$ cat src/rtl/one_to_two_distributor.sv
// Streaming 1-to-2 distributor: each producer beat is steered by Control into one of two
// independently buffered FIFOs, so a stalled consumer only blocks beats aimed at it.
module one_to_two_distributor #(
  parameter int unsigned WIDTH = 32,
  parameter int unsigned DEPTH = 2,
  localparam int unsigned CntW = $clog2(DEPTH + 1),
  localparam int unsigned PtrW = $clog2(DEPTH)
) (
  input  logic             CLK,
  input  logic             RST,
  input  logic [WIDTH-1:0] DataInput,
  input  logic             Control,
  input  logic             InValid,
  output logic             InReady,
  output logic [WIDTH-1:0] ZeroOutput,
  output logic             ZeroValid,
  input  logic             ZeroReady,
  output logic [WIDTH-1:0] OneOutput,
  output logic             OneValid,
  input  logic             OneReady,
  output logic [CntW-1:0]  ZeroCount,
  output logic [CntW-1:0]  OneCount
);

  // Index 0 is the Zero side, index 1 the One side.
  logic [WIDTH-1:0] r_mem     [2][DEPTH];
  logic [PtrW-1:0]  r_wptr    [2];
  logic [PtrW-1:0]  r_rptr    [2];
  logic [CntW-1:0]  r_cnt     [2];
  logic [CntW-1:0]  w_cnt_nxt [2];
  logic [1:0]       w_push;
  logic [1:0]       w_pop;
  logic             w_in_ready;

  // Ready looks only at registered occupancy, never at the consumer Ready inputs.
  always_comb begin
    w_in_ready = RST && (Control ? (r_cnt[1] < CntW'(DEPTH)) : (r_cnt[0] < CntW'(DEPTH)));
    w_push     = {InValid && w_in_ready && Control, InValid && w_in_ready && !Control};
    w_pop      = {(r_cnt[1] != '0) && OneReady, (r_cnt[0] != '0) && ZeroReady};
    for (int s = 0; s < 2; s++) begin
      w_cnt_nxt[s] = r_cnt[s];
      case ({w_push[s], w_pop[s]})
        2'b10:   w_cnt_nxt[s] = r_cnt[s] + CntW'(1);
        2'b01:   w_cnt_nxt[s] = r_cnt[s] - CntW'(1);
        default: w_cnt_nxt[s] = r_cnt[s];
      endcase
    end
  end

  always_ff @(posedge CLK or negedge RST) begin
    if (!RST) begin
      for (int s = 0; s < 2; s++) begin
        for (int i = 0; i < DEPTH; i++) begin
          r_mem[s][i] <= '0;
        end
        r_wptr[s] <= '0;
        r_rptr[s] <= '0;
        r_cnt[s]  <= '0;
      end
    end else begin
      for (int s = 0; s < 2; s++) begin
        if (w_push[s]) begin
          r_mem[s][r_wptr[s]] <= DataInput;
          r_wptr[s]           <= r_wptr[s] + PtrW'(1);
        end
        if (w_pop[s]) begin
          r_rptr[s] <= r_rptr[s] + PtrW'(1);
        end
        r_cnt[s] <= w_cnt_nxt[s];
      end
    end
  end

  assign InReady    = w_in_ready;
  assign ZeroOutput = r_mem[0][r_rptr[0]];
  assign OneOutput  = r_mem[1][r_rptr[1]];
  assign ZeroValid  = (r_cnt[0] != '0);
  assign OneValid   = (r_cnt[1] != '0);
  assign ZeroCount  = r_cnt[0];
  assign OneCount   = r_cnt[1];

endmodule

$ cat config.mk
export PLATFORM = sky130hd
export DESIGN_NAME = one_to_two_distributor
export DESIGN_NICKNAME = d
export VERILOG_FILES = /design/src/rtl/one_to_two_distributor.sv
export SDC_FILE = /design/constraint.sdc
export NUM_CORES = 1
export LEC_CHECK = 0
export CORE_UTILIZATION = 53
export DETAILED_ROUTE_END_ITERATION = 7
export PLACE_DENSITY = 0.8
export SETUP_SLACK_MARGIN = 0.5
export SLEW_MARGIN = 20
export SYNTH_ARGS = -nofsm -noshare
export SYNTH_HDL_FRONTEND = slang
export SYNTH_SLANG_ARGS = --single-unit
$ cat constraint.sdc
create_clock -name CLK -period 2.4 [get_ports CLK]
set_clock_uncertainty 0.15 [all_clocks]
set_input_delay 0.48 -clock CLK [delete_from_list [all_inputs] [get_ports CLK]]
set_output_delay 0.48 -clock CLK [all_outputs]
set_load 0.005 [all_outputs]
**Word level (Yosys, flattened, before mapping)**

Index checks and enable logic that the tools add are counted.

- Multiplexer cells: 15
- Add/sub/neg operators: 8
- Reduce and logical (&&, ||, !) cells: 13
- Magnitude comparators: 8
- Eq/ne operators: 4
- Bitwise logic cells: 4

Operators by type and width:

| kind | number |
|---|---|
| 2-to-1 mux 32 bit | 8 |
| bitwise mux 64 bit | 2 |
| demux 32 bit (select 1 bit) | 2 |
| >= comparator 2 bit, second input constant | 4 |
| logical AND 1 bit | 8 |
| NOT 1 -> 2 bit | 4 |
| one-hot mux 2 bit (2 select lines) | 2 |
| nonzero test 2 bit | 4 |
| adder 1 bit, second input constant | 4 |
| adder 2 x 1 -> 2 bit, second input constant | 2 |
| equality test 2 x 1 -> 1 bit, second input constant | 2 |
| equality test 2 bit, second input constant | 2 |
| less-than comparator 2 x 1 -> 1 bit, second input constant | 2 |
| less-than comparator 2 bit, second input constant | 2 |
| subtractor 2 x 1 -> 2 bit, second input constant | 2 |
| logical NOT 1 bit | 1 |
| 2-to-1 mux 1 bit | 1 |

- Register bits after elaboration: 136
- Output and inout bits: 71
- Word-level logic and storage cells: 62

**Logic depth before layout (Yosys ltp)**

Gate-level depths: netlist (run 1).

- Word-level depth: 7
- Depth in mapped cells: 6
- Mapped depth without buffers: 6

**Worst setup path after synthesis (run 1)**

OpenSTA, ideal clock, no wires.

- Path kind: flip-flop to output port
- From: register r_rptr[0] (netlist bit)
- To: output port OneOutput[1]
- Data required time: 1.770 ns
- Cell stages (with the launch flop): 4
- Arrival: 1.242 ns
- Path slack: 0.528 ns
- Buffers on the path: 2
- Cell sequence: dfrtp_1 -> clkbuf_1 -> clkbuf_1 -> mux2_2

- Cells in the longest elaborated chain, start to end: 4

Ends and longest elaborated chain:

| item | line | text |
|---|---|---|
| start: declaration | 28 | `logic [PtrW-1:0] r_rptr [2];` |
| start signal: indexed assignment | 67 | `r_rptr[s] <= r_rptr[s] + PtrW'(1);` |
| NOT 1 -> 2 bit (implied by the code) | 76 | `assign OneOutput = r_mem[1][r_rptr[1]];` |
| 2-to-1 mux 32 bit (implied by the code) (3 in a row) | 76 |  |
| end: declaration | 18 | `output logic [WIDTH-1:0] OneOutput,` |

Every way passes these cells. The select of a mux whose other input is x is not followed.

**Worst setup path after layout (run 1)**

- From: register r_rptr[0] (netlist bit)
- To: output port OneOutput[6]

Same word-level chain as after synthesis.

==> results of run 1 <==
-- worst paths after layout --
kind	from	endpoint	slack, ns	cells past startpoint
worst min register to register	r_mem[37]$_DFFE_PN0P_	r_mem[37]$_DFFE_PN0P_	0.36	1
worst min-delay path	RST	OneCount[0]$_DFFE_PN0P_	-0.000007	2
max in group asynchronous	RST	r_rptr[1]$_DFFE_PN0P_	1.41	2
worst max-delay path	r_rptr[0]$_DFFE_PN0P_	OneOutput[6]	0.04	5
min in group CLK	r_mem[37]$_DFFE_PN0P_	r_mem[37]$_DFFE_PN0P_	0.36	1
worst max register to register	ZeroCount[1]$_DFFE_PN0P_	r_mem[102]$_DFFE_PN0P_	0.30	9
-- flip-flops by register name, indices dropped and copies added, names as in the netlist --
name       flops
r_rptr         2
OneCount       2
ZeroCount      2
r_mem        128
r_wptr         2
-- where the power goes --
group          switching (uW)  leakage (uW)  total (uW)  internal, uW
clock                    1020      0.000317        2890          1870
combinational            2150       0.00250        6710          4570
sequential                758       0.00165        4200          3440
total                    3930       0.00446       13800          9870
-- through the flow --
step | utilization, % | worst slack, ns | instances | setup TNS (ns)
after CTS | 76.61 | 0.09087 | 701 | 0
after floorplan | - | 0.5277 | 378 | 0
after global routing | 80.30 | 0.01266 | 714 | 0
after detailed placement | 66.38 | -0.004955 | 624 | -0.006775
after global placement | 66.38 | -0.01119 | 624 | -0.01119
final | 80.30 | 0.03734 | 714 | 0
-- cells in the final DEF (no fill, tap or decap), types with 2 or more instances in the layout --
cell type        count
clkbuf_16           17
buf_2               26
buf_6               69
nor2_4               2
clkbuf_2             3
or2_4                3
nor2_1               2
mux2_4             119
dfrtp_1            134
and2_1               2
clkdlybuf4s50_1     34
bufinv_16            5
xnor2_2              2
dfrtp_2              2
clkinv_2             5
buf_16               6
inv_1                2
buf_12              20
dlygate4sd2_1        5
xnor2_1              4
buf_8                2
buf_4               17
xor2_1               4
mux2_2              73
-- layout make-up --
| type | instances | area share [%] |
|---|---|---|
| timing repair buffer | 183 | 22.24 |
| sequential | 136 | 37.15 |
| clock inverter | 13 | 2.183 |
| inverter | 2 | 0.08188 |
| multi-input combinational | 218 | 31.56 |
| tap | 143 | 1.951 |
| clock buffer | 19 | 4.831 |
-- what timing repair did --
item,CTS,global route
hold buffers,1,0
endpoints found under the hold margin,4,0
gates resized for setup,340,80
setup endpoints to repair,181,119
setup buffers,38,13
pin swaps,3,7
cloned,6,0
-- metal layers --
layer	track usage (%)	part of all wire (%)	vias up
li1	-	-	1702
met1	34.04	41	2034
met2	44.41	51	131
met3	8.113	5.2	25
met4	10.43	2.2	0
met5	0	0	-
-- cells by family (layout without fill, tap and decap cells) --
| kind of cell | count (synthesis) | after routing | share of synthesized area, % |
|---|---|---|---|
| xor gates and xnor gates | 10 | 10 | 1.409 |
| adders and majority gates | 2 | 2 | 0.4025 |
| buffers and inverters | 24 | 217 | 3.221 |
| DFF | 136 | 136 | 54.75 |
| muxes | 193 | 193 | 38.57 |
| and+or+nand+nor | 13 | 13 | 1.650 |
==> flow_summary_export.csv, run 1 <==
group,metric,value,unit
outcome,status,"finished, violations left",
outcome,violations,"negative hold slack",
clock_tree,cts_sinks,136,
setup_path,cp_top_family,"buffers and inverters",
final_layout,drive_above_1_share,66.55,%
setup_path,path_cells,"buf_6, buf_6, buf_12, mux2_4, buf_6",
logic_synthesis,syn_avg_cell_area,16.44,sq um
timing,maxSlewHeadroom,48.62,%
logic_synthesis,synth_ff_type,"dfrtp_1",
placed_design,dpl.hpwl,8140,um
placed_design,placed_area,7580,sq um
final_layout,multiInputGateArea,2894,sq um
global_route,grt_max_degree,133,
logic_synthesis,syn_nets,418,
logic_synthesis,ys_top_cells_by_count,"dfrtp_1 (136), mux2_2 (132), mux2_4 (60)",
logic_synthesis,synth_cells,378,
final_layout,syn_to_final_growth,47.50,%
final_layout,fillers,595,
global_route,grt_pass1_wl,23490,um
detailed_routing,drt-total-wl,16720,um
final_layout,antenna_cells,0,
worst_hold_path,holdCritPathClass,"input pin to asynchronous set/reset pin",
global_route,antenna_found_initial,0,
detailed_routing,postRouteAntennaNets,0,
timing,setup_viol,0,
setup_path,slowest_delay,0.46,ns
setup_path,required,1.77,ns
final_layout,regArea,3406,sq um
power_and_ir_drop,p_per_area,1505,nW/um^2
floorplanning,fp-row-count,39,
clock_tree,h-tree-depth,4,
logic_synthesis,synth_area_leader_cell,"dfrtp_1",
timing,hold_viol,1,
power_and_ir_drop,leakage,0.004461,uW
clock_tree,clk_pin_slew,0.06,ns
global_route,overflow,0,
global_route,grt_usage,27.19,%
setup_path,crit_buf_inv,4,
clock_tree,cts_buffer_depth,2,
setup_path,critical_path_arrival,1.73,ns
detailed_routing,drc,0,
logic_synthesis,yosys.cell_types.count,20,
detailed_routing,first_pass_iters,4,
setup_path,crit_top_cell,"buf_6",
floorplanning,dieHeight,110.3,um
power_and_ir_drop,finalPower,13800,uW
clock_tree,cts_tree,"built",
final_layout,design_area,9169,sq um
setup_path,startpoint_type,"register",
final_layout,nNetsFinal,598,
floorplanning,ios,109,
timing,fin_crit,2.363,ns
clock_tree,cts_root_buffer,"clkbuf_16",
floorplanning,die_w,110.3,um
detailed_routing,drtIter0Drc,164,
timing,slew_violations,0,
floorplanning,floorplan.initialDensity,54.44,%
detailed_routing,avgRoutedWirePerCell,23.42,um
logic_synthesis,yosysMostFrequentCell,"dfrtp_1",
setup_path,worstSetupEndpointType,"output port",
logic_synthesis,netlist_area,6216,sq um
logic_synthesis,ys_ff_latch,136,
logic_synthesis,async_flop_share,100.0,%
setup_path,path_max_fanout,5,
flow_run,cap_violations,0,
timing,worstMarginPinSlew,0.7707,ns
detailed_routing,vias,3892,
logic_synthesis,yosysWarnings,0,
placed_design,globalplace.congestion,0.7337,
floorplanning,core,11420,sq um
logic_synthesis,synth_edf_count,0,
timing,period_share,98.44,%
logic_synthesis,netlist.area_leader.share,54.75,%
timing,rsz0062_at_grt,"yes",
floorplanning,design.die.area,12170,sq um
timing,hold_slack,-0.000006772,ns
logic_synthesis,seq_area_frac_synth,54.75,%
clock_tree,cts_buffers,17,
setup_path,crit_slowest_cell,"dfrtp_2",
setup_path,worstSetupPathType,"register to output port",
global_route,first_global_vias,4240,
power_and_ir_drop,vdd.ir_drop.worst,0.0009831,V
timing,fmax,423.3,MHz
detailed_routing,via_per_inst,5.451,
clock_tree,clock_latency,0.42,ns
placed_design,port_buffers,108,
logic_synthesis,synth_area_leaders,"dfrtp_1 (55%), mux2_2 (24%), mux2_4 (14%)",
Note: power is estimated with default switching activity, not from simulation.
==> run 2, diff against run 1 <==
--- a/config.mk
+++ b/config.mk
@@ -6,6 +6,7 @@
 export NUM_CORES = 1
 export LEC_CHECK = 0
 export CORE_UTILIZATION = 53
+export CTS_CLUSTER_DIAMETER = 50
 export DETAILED_ROUTE_END_ITERATION = 7
 export PLACE_DENSITY = 0.8
 export SETUP_SLACK_MARGIN = 0.5
==> results of run 2 <==
Final layout, timing and power as in run 1 (identical DEF).
==> run 3, diff against run 2 <==
--- a/config.mk
+++ b/config.mk
@@ -6,10 +6,11 @@
 export NUM_CORES = 1
 export LEC_CHECK = 0
 export CORE_UTILIZATION = 53
-export CTS_CLUSTER_DIAMETER = 50
+export CTS_CLUSTER_DIAMETER = 80
 export DETAILED_ROUTE_END_ITERATION = 7
 export PLACE_DENSITY = 0.8
 export SETUP_SLACK_MARGIN = 0.5
+export SKIP_LAST_GASP = 1
 export SLEW_MARGIN = 20
 export SYNTH_ARGS = -nofsm -noshare
 export SYNTH_HDL_FRONTEND = slang
==> results of run 3 <==
Final layout, timing and power as in run 1 (identical DEF).
